<file path="src/rtl/addsub_serial.sv">
// rtl/addsub_serial.sv - digit-serial two's-complement adder/subtractor, DIGIT bits per clock
// Optional saturation on signed overflow: define ADDSUB_SAT_EN.
module addsub_serial #(
  parameter int WIDTH = 16,
  parameter int DIGIT = 4
) (
  input  logic             clk,
  input  logic             rst,
  input  logic             start,
  input  logic             sub,
  input  logic [WIDTH-1:0] a,
  input  logic [WIDTH-1:0] b,
  output logic             busy,
  output logic             done,
  output logic [WIDTH-1:0] result,
  output logic             cout,
  output logic             ovf
);

  localparam int NDIG  = WIDTH / DIGIT;
  localparam int CNT_W = (NDIG > 1) ? $clog2(NDIG) : 1;
  localparam logic [CNT_W-1:0] LAST_IDX = CNT_W'(NDIG - 1);

  typedef enum logic {
    IDLE = 1'b0,
    RUN  = 1'b1
  } state_t;

  state_t state, state_nxt;

  logic [WIDTH-1:0] a_sh;
  logic [WIDTH-1:0] b_sh;
  logic [WIDTH-1:0] acc;
  logic             carry;
  logic [CNT_W-1:0] idx;

  logic             accept;
  logic             last;
  logic [DIGIT:0]   dsum;
  logic [WIDTH-1:0] acc_nxt;
  logic [WIDTH-1:0] final_res;
  logic             msb_cin;
  logic             ovf_raw;

  assign accept = start && (state == IDLE);
  assign last   = (state == RUN) && (idx == LAST_IDX);
  assign busy   = (state == RUN);

  // Low digit of the shift registers is always the digit being processed.
  assign dsum = {1'b0, a_sh[DIGIT-1:0]} + {1'b0, b_sh[DIGIT-1:0]}
              + {{DIGIT{1'b0}}, carry};

  // Completed digits enter at the top, so after NDIG shifts acc is the full sum.
  assign acc_nxt = (acc >> DIGIT)
                 | (WIDTH'(dsum[DIGIT-1:0]) << (WIDTH - DIGIT));

  // Carry into the top bit of the digit, recovered from its sum bit.
  assign msb_cin = a_sh[DIGIT-1] ^ b_sh[DIGIT-1] ^ dsum[DIGIT-1];
  assign ovf_raw = msb_cin ^ dsum[DIGIT];

`ifdef ADDSUB_SAT_EN
  logic             a_sign;
  logic [WIDTH-1:0] sat_val;

  // Overflow direction follows the sign of A (both operands share it on overflow).
  assign sat_val   = a_sign ? {1'b1, {(WIDTH-1){1'b0}}} : {1'b0, {(WIDTH-1){1'b1}}};
  assign final_res = ovf_raw ? sat_val : acc_nxt;

  always_ff @(posedge clk or posedge rst) begin
    if (rst) begin
      a_sign <= 1'b0;
    end else if (accept) begin
      a_sign <= a[WIDTH-1];
    end
  end
`else
  assign final_res = acc_nxt;
`endif

  always_ff @(posedge clk or posedge rst) begin
    if (rst) begin
      state <= IDLE;
    end else begin
      state <= state_nxt;
    end
  end

  always_comb begin
    state_nxt = state;
    case (state)
      IDLE:    if (start) state_nxt = RUN;
      RUN:     if (last)  state_nxt = IDLE;
      default: state_nxt = IDLE;
    endcase
  end

  always_ff @(posedge clk or posedge rst) begin
    if (rst) begin
      a_sh   <= '0;
      b_sh   <= '0;
      acc    <= '0;
      carry  <= 1'b0;
      idx    <= '0;
      result <= '0;
      cout   <= 1'b0;
      ovf    <= 1'b0;
      done   <= 1'b0;
    end else begin
      done <= 1'b0;
      if (accept) begin
        a_sh  <= a;
        b_sh  <= sub ? ~b : b;
        carry <= sub;
        idx   <= '0;
      end else if (state == RUN) begin
        a_sh  <= a_sh >> DIGIT;
        b_sh  <= b_sh >> DIGIT;
        acc   <= acc_nxt;
        carry <= dsum[DIGIT];
        idx   <= idx + 1'b1;
        if (last) begin
          result <= final_res;
          cout   <= dsum[DIGIT];
          ovf    <= ovf_raw;
          done   <= 1'b1;
        end
      end
    end
  end

endmodule

</file>
<file path="config.mk">
export PLATFORM = sky130hd
export DESIGN_NAME = addsub_serial
export DESIGN_NICKNAME = d
export VERILOG_FILES = /design/src/rtl/addsub_serial.sv
export SDC_FILE = /design/constraint.sdc
export NUM_CORES = 1
export LEC_CHECK = 0
export CAP_MARGIN = 20
export CORE_MARGIN = 3
export CORE_UTILIZATION = 56
export CTS_BUF_LIST = sky130_fd_sc_hd__clkbuf_16
export DETAILED_ROUTE_END_ITERATION = 8
export GPL_TIMING_DRIVEN = 1
export MAX_ROUTING_LAYER = met4
export PLACE_DENSITY_LB_ADDON = 0.2
export SETUP_SLACK_MARGIN = 0.05
export SKIP_CTS_REPAIR_TIMING = 1
export SLEW_MARGIN = 40
export SYNTH_ARGS = -nofsm -noshare
export SYNTH_HDL_FRONTEND = slang
export SYNTH_SLANG_ARGS = --single-unit
</file>
<file path="constraint.sdc">
create_clock -name clk -period 5.5 [get_ports clk]
set_clock_uncertainty 0.2 [all_clocks]
set_input_delay 0.55 -clock clk [delete_from_list [all_inputs] [get_ports clk]]
set_output_delay 0.55 -clock clk [all_outputs]
set_load 0.01 [all_outputs]
</file>
# Word level (Yosys, flattened, before mapping)

Index checks and enable logic that the tools add are counted.

Add/subtract/negate cells: 3
Equal/unequal tests: 1
Mux-type cells: 15
Bitwise logic cells: 7
Reductions and logical operators: 5

Operators by type and width:

| kind                                                          | count |
|---|---|
| 16-bit 2-to-1 mux                                             | 5 |
| 16-bit inverter                                               | 1 |
| 12-bit by 16-bit bitwise OR with 16-bit output                | 1 |
| 1-bit 2-to-1 mux                                              | 7 |
| 4-bit by 4-bit adder with 5-bit output                        | 1 |
| 5-bit by 1-bit adder with 5-bit output                        | 1 |
| 2-bit 2-to-1 mux                                              | 2 |
| 3-bit AND reduction                                           | 1 |
| 1-bit XOR                                                     | 3 |
| 2-bit by 1-bit adder with 2-bit output, second input constant | 1 |
| 2-bit == test, second input constant                          | 1 |
| 1-bit logical AND                                             | 2 |
| 1-bit inverter                                                | 2 |
| 1-bit one-hot mux with 2 select lines                         | 1 |
| 2-bit AND reduction                                           | 1 |
| 2-bit nonzero test                                            | 1 |

Register bits after elaboration: 71
Output and inout port bits: 20

# Logic depth before layout (Yosys ltp)

Word-level depth: 5
Mapped depth: 7

# Least setup slack after synthesis

No wires, ideal clock.

Kind: register to register
Start: register a_sh[0]
End: register ovf
Library setup time: 131 ps
Arrival: 1508 ps
Required time: 5169 ps
Setup slack: 3662 ps
Cell stages (with the launch flop): 8
Path buffers: 0
Clock period less this slack: 1838 ps
Path through: dfrtp_1 > fa_1 > inv_1 > fa_1 > nand2b_1 > o2bb2ai_1 > xnor2_1 > o21ai_1

Longest elaborated chain between the ends: 4

Ends and longest elaborated chain:

| what                                       | line | source |
|---|---|---|
| from (decl)                                | 31   | `logic [WIDTH-1:0] a_sh;` |
| from (signal assigned)                     | 116  | `a_sh <= a_sh >> DIGIT;` |
| 4-bit by 4-bit adder with 5-bit output (*) | 50   | `assign dsum = {1'b0, a_sh[DIGIT-1:0]} + {1'b0, b_sh[DIGIT-1:0]}` |
| 5-bit by 1-bit adder with 5-bit output (*) | 51   | `+ {{DIGIT{1'b0}}, carry};` |
| 1-bit XOR                                  | 58   | `assign msb_cin = a_sh[DIGIT-1] ^ b_sh[DIGIT-1] ^ dsum[DIGIT-1];` |
| 1-bit XOR (*)                              | 59   | `assign ovf_raw = msb_cin ^ dsum[DIGIT];` |
| to (signal assigned)                       | 124  | `ovf <= ovf_raw;` |
| to (decl)                                  | 17   | `output logic ovf` |

Mark *: on every way between the ends. The rest lies on a longest branch, timed or not.
A chain may end at the register's enable or synchronous reset.

# Worst setup path after layout

Start: register state, in the netlist busy
End: register result[15]

Longest elaborated chain between the ends: 4
Elaborated cells on any way between the ends: 5
Those cells by class: bitwise (2); reduce/logical (3)

Ends and longest elaborated chain:

| what                              | line | source |
|---|---|---|
| from (decl)                       | 29   | `state_t state, state_nxt;` |
| from (signal assigned)            | 84   | `state <= state_nxt;` |
| 1-bit inverter                    | n/a  |  |
| 1-bit logical AND                 | 45   | `assign accept = start && (state == IDLE);` |
| 1-bit inverter (no line)          | n/a  |  |
| 3-bit AND reduction (no line) (*) | n/a  |  |
| to (signal assigned)              | 122  | `result <= final_res;` |
| to (decl)                         | 15   | `output logic [WIDTH-1:0] result,` |

Marks and branches as above.

==> run_summary.xml <==
<?xml version="1.0" encoding="UTF-8"?>
<metrics>
  <group name="timing">
    <metric name="hold_viol_final" unit="">0</metric>
    <metric name="finalMaxSlewViolations" unit="">0</metric>
    <metric name="clock.fmax" unit="MHz">428</metric>
    <metric name="worst_pin_slew" unit="ns">0.575</metric>
    <metric name="finalWorstPathRequiredPeriod" unit="ns">2.34</metric>
    <metric name="final.setup.tns" unit="ns">0</metric>
    <metric name="min_period_over_period" unit="%">42.5</metric>
    <metric name="grt_setup_unrepaired" unit="">no</metric>
    <metric name="setup_viol_count_final" unit="">0</metric>
    <metric name="timing.max_slew.rel_slack" unit="%">61.7</metric>
  </group>
  <group name="yosys">
    <metric name="ys_dominant_reg_cell" unit="">dfrtp_1</metric>
    <metric name="synthAdderAreaFrac" unit="%">2.98</metric>
    <metric name="synth_common_cells" unit="">dfrtp_1, nand2_1, o21ai_1</metric>
    <metric name="synth_top_family_by_area" unit="">multiplexers</metric>
    <metric name="seq_area_frac_synth" unit="%">55.5</metric>
    <metric name="synth-simple-area-share" unit="%">7.00</metric>
    <metric name="post-synth-top-area-cell" unit="">dfrtp_1</metric>
    <metric name="synth.most_common_cell" unit="">dfrtp_1</metric>
    <metric name="post_synth_top_area_share" unit="%">55.5</metric>
    <metric name="syn_area" unit="mm²">0.00302</metric>
    <metric name="synth-compound-area-share" unit="%">9.74</metric>
    <metric name="postSynthRegisterBits" unit="">67</metric>
    <metric name="syn-instance-count" unit="">265</metric>
    <metric name="synthDistinctLibCells" unit="">28</metric>
    <metric name="synth.area.top_cells" unit="">dfrtp_1, mux2i_1, mux2_1</metric>
    <metric name="async_reset_ff_share" unit="%">100</metric>
    <metric name="synthXorXnorAreaFrac" unit="%">5.51</metric>
    <metric name="syn_area_per_cell" unit="µm²">11.4</metric>
    <metric name="syn_nets" unit="">307</metric>
    <metric name="synth-edff-count" unit="">0</metric>
    <metric name="synth.mux.area_fraction" unit="%">15.2</metric>
    <metric name="synth_warnings" unit="">0</metric>
  </group>
  <group name="global_route">
    <metric name="grt_pass1_wl" unit="µm">9000</metric>
    <metric name="antenna_found_initial" unit="">0</metric>
    <metric name="grt_max_degree" unit="">68</metric>
    <metric name="grt_use_total" unit="%">19.6</metric>
    <metric name="first_global_vias" unit="">1997</metric>
    <metric name="globalRouteOverflowTotal" unit="">0</metric>
  </group>
  <group name="finish">
    <metric name="postLayoutCoreUtil" unit="%">74.7</metric>
    <metric name="fillers" unit="">365</metric>
    <metric name="finish.net_count" unit="">359</metric>
    <metric name="drive_above_1_share" unit="%">9.01</metric>
    <metric name="area.growth.synth_to_final" unit="%">28.0</metric>
    <metric name="final-instance-count-excl-fill" unit="">392</metric>
    <metric name="finish.instance_area" unit="mm²">0.00386</metric>
    <metric name="antenna_cells" unit="">0</metric>
  </group>
  <group name="worst_setup_path">
    <metric name="reg2reg_depth" unit="">4</metric>
    <metric name="start_kind" unit="">flop</metric>
    <metric name="worstSetupPathType" unit="">reg2reg</metric>
    <metric name="reg2reg_setup_slack" unit="ns">3.16</metric>
    <metric name="r2r-end" unit="">result[15]$_DFFE_PP0P_</metric>
    <metric name="worst_r2r_startpoint" unit="">busy$_DFF_PP0_</metric>
    <metric name="crit_required" unit="ns">5.50</metric>
    <metric name="timing.critical_path.arrival" unit="ns">2.34</metric>
    <metric name="worst-path-max-fanout" unit="">63</metric>
    <metric name="setup.worst_path.end_class" unit="">flop</metric>
  </group>
  <group name="placement">
    <metric name="portBuffers" unit="">55</metric>
    <metric name="placed_cells" unit="">376</metric>
    <metric name="finalWeightedCongestion" unit="">0.711</metric>
    <metric name="detailedPlacementHpwl" unit="µm">3460</metric>
    <metric name="detailed_place.area" unit="mm²">0.00358</metric>
  </group>
  <group name="pwr">
    <metric name="finalPower" unit="µW">2020</metric>
    <metric name="peakVddDrop" unit="mV">0.238</metric>
    <metric name="static-leakage-power" unit="µW">0.00174</metric>
    <metric name="power-per-cell-area" unit="mW/mm²">523</metric>
  </group>
  <group name="route">
    <metric name="ant_nets" unit="">0</metric>
    <metric name="avgRoutedWirePerCell" unit="µm">13.7</metric>
    <metric name="post-route-drc-count" unit="">0</metric>
    <metric name="drt-initial-drc-count" unit="">62</metric>
    <metric name="vias" unit="">1996</metric>
    <metric name="wl" unit="µm">5360</metric>
    <metric name="via_per_inst" unit="">5.09</metric>
    <metric name="number_of_optimization_iterations_in_the_first_detailed_route_pass" unit="">4</metric>
  </group>
  <group name="die">
    <metric name="initial_core_util" unit="%">58.4</metric>
    <metric name="dieWidth" unit="µm">79.4</metric>
    <metric name="top_level_ports" unit="">56</metric>
    <metric name="row_count" unit="">26</metric>
    <metric name="design.die.area" unit="mm²">0.00631</metric>
    <metric name="coreArea" unit="mm²">0.00517</metric>
    <metric name="chipHeight" unit="µm">79.4</metric>
  </group>
  <group name="cts">
    <metric name="cts_tree" unit="">built</metric>
    <metric name="h_tree_lvls" unit="">3</metric>
    <metric name="cts.sink_count" unit="">67</metric>
    <metric name="clock_pin_slew_on_the_worst_setup_and_hold_paths" unit="ns">0.05</metric>
    <metric name="cts.root.buffer_cell" unit="">clkbuf_16</metric>
    <metric name="cts_buffers" unit="">9</metric>
    <metric name="clock_tree_buf_depth" unit="">2</metric>
    <metric name="clock_insertion_delay_worst_skew" unit="ns">0.32</metric>
  </group>
  <group name="outcome">
    <metric name="status" unit="">finished clean</metric>
  </group>
  <group name="flow_run">
    <metric name="drv_cap" unit="">0</metric>
  </group>
  <group name="worst_hold_path">
    <metric name="hold_class" unit="">reg2reg</metric>
    <metric name="holdPathStages" unit="">1</metric>
    <metric name="hold_path.startpoint" unit="">result[5]$_DFFE_PP0P_</metric>
    <metric name="hold_end" unit="">result[5]$_DFFE_PP0P_</metric>
  </group>
</metrics>
[through the flow]
stage | setup slack (ns) | hold slack (ns)
2_1_floorplan | 3.07 | 0.254
3_3_place_gp | 2.94 | 0.264
3_5_place_dp | 2.90 | 0.274
4_1_cts | 2.89 | 0.287
5_1_grt | 2.96 | 0.304
6_report | 3.16 | 0.284
[critical path, stage by stage, from the launching register on]
cell	delay [ns]
dfrtp_2	0.56
buf_4	0.55
nand2_2	0.41
clkinv_1	0.17
mux2_4	0.31
[power by group]
group	switching [µW]	internal [µW]	total [µW]
clock network	189	341	530
logic	305	361	666
registers	128	697	825
total	621	1400	2020
[how the worst max path moves through the flow]
stage	endpoint	startpoint	slack, ns	cells past startpoint
6_report	result[15]$_DFFE_PP0P_	busy$_DFF_PP0_	3.16	4
5_1_grt	result[15]$_DFFE_PP0P_	busy$_DFF_PP0_	2.96	4
4_1_cts	result[2]$_DFFE_PP0P_	busy$_DFF_PP0_	2.89	3
3_5_place_dp	result[2]$_DFFE_PP0P_	busy$_DFF_PP0_	2.90	3
3_3_place_gp	result[15]$_DFFE_PP0P_	busy$_DFF_PP0_	2.94	4
2_1_floorplan	a_sh[0]$_DFFE_PP0P_	rst	3.07	1
[cell type report]
class | count | area (µm²) | share of cell area (%)
clock buffer | 9 | 225 | 5.83
clock inverter | 7 | 53.8 | 1.39
inverter | 7 | 26.3 | 0.680
multi-input combinational | 174 | 1220 | 31.6
sequential | 67 | 1680 | 43.4
tap | 70 | 87.6 | 2.27
timing repair buffer | 58 | 572 | 14.8
[cell families (layout without fill, tap and decap cells)]
group,count (synthesis),in the layout
compound gates,52,52
xor+xnor,19,19
fa+ha+maj,6,6
buf+inv,24,81
flops,67,67
mux,42,42
simple gates,55,55
[registers in the layout, summed over array words and instances (netlist names), 2 cells and up]
signal / cells
b_sh: 16
acc: 12
result: 16
a_sh: 16
idx: 2
[layer usage]
metal / wire [µm] / track usage [%]
met4: 106 / 9.28
met3: 241 / 5.76
met1: 2340 / 22.5
met2: 2680 / 31.5
met5: 0 / -
[placed cells by master (no fill, tap or decap), types with 9 or more instances in the layout]
master,count
a21oi_1,14
clkbuf_16,9
o21ai_1,25
nand2_1,29
mux2i_1,18
xnor2_1,18
nor2_1,23
clkdlybuf4s50_1,54
mux2_1,15
dfrtp_1,66
Note: power is estimated with default switching activity, not from simulation.
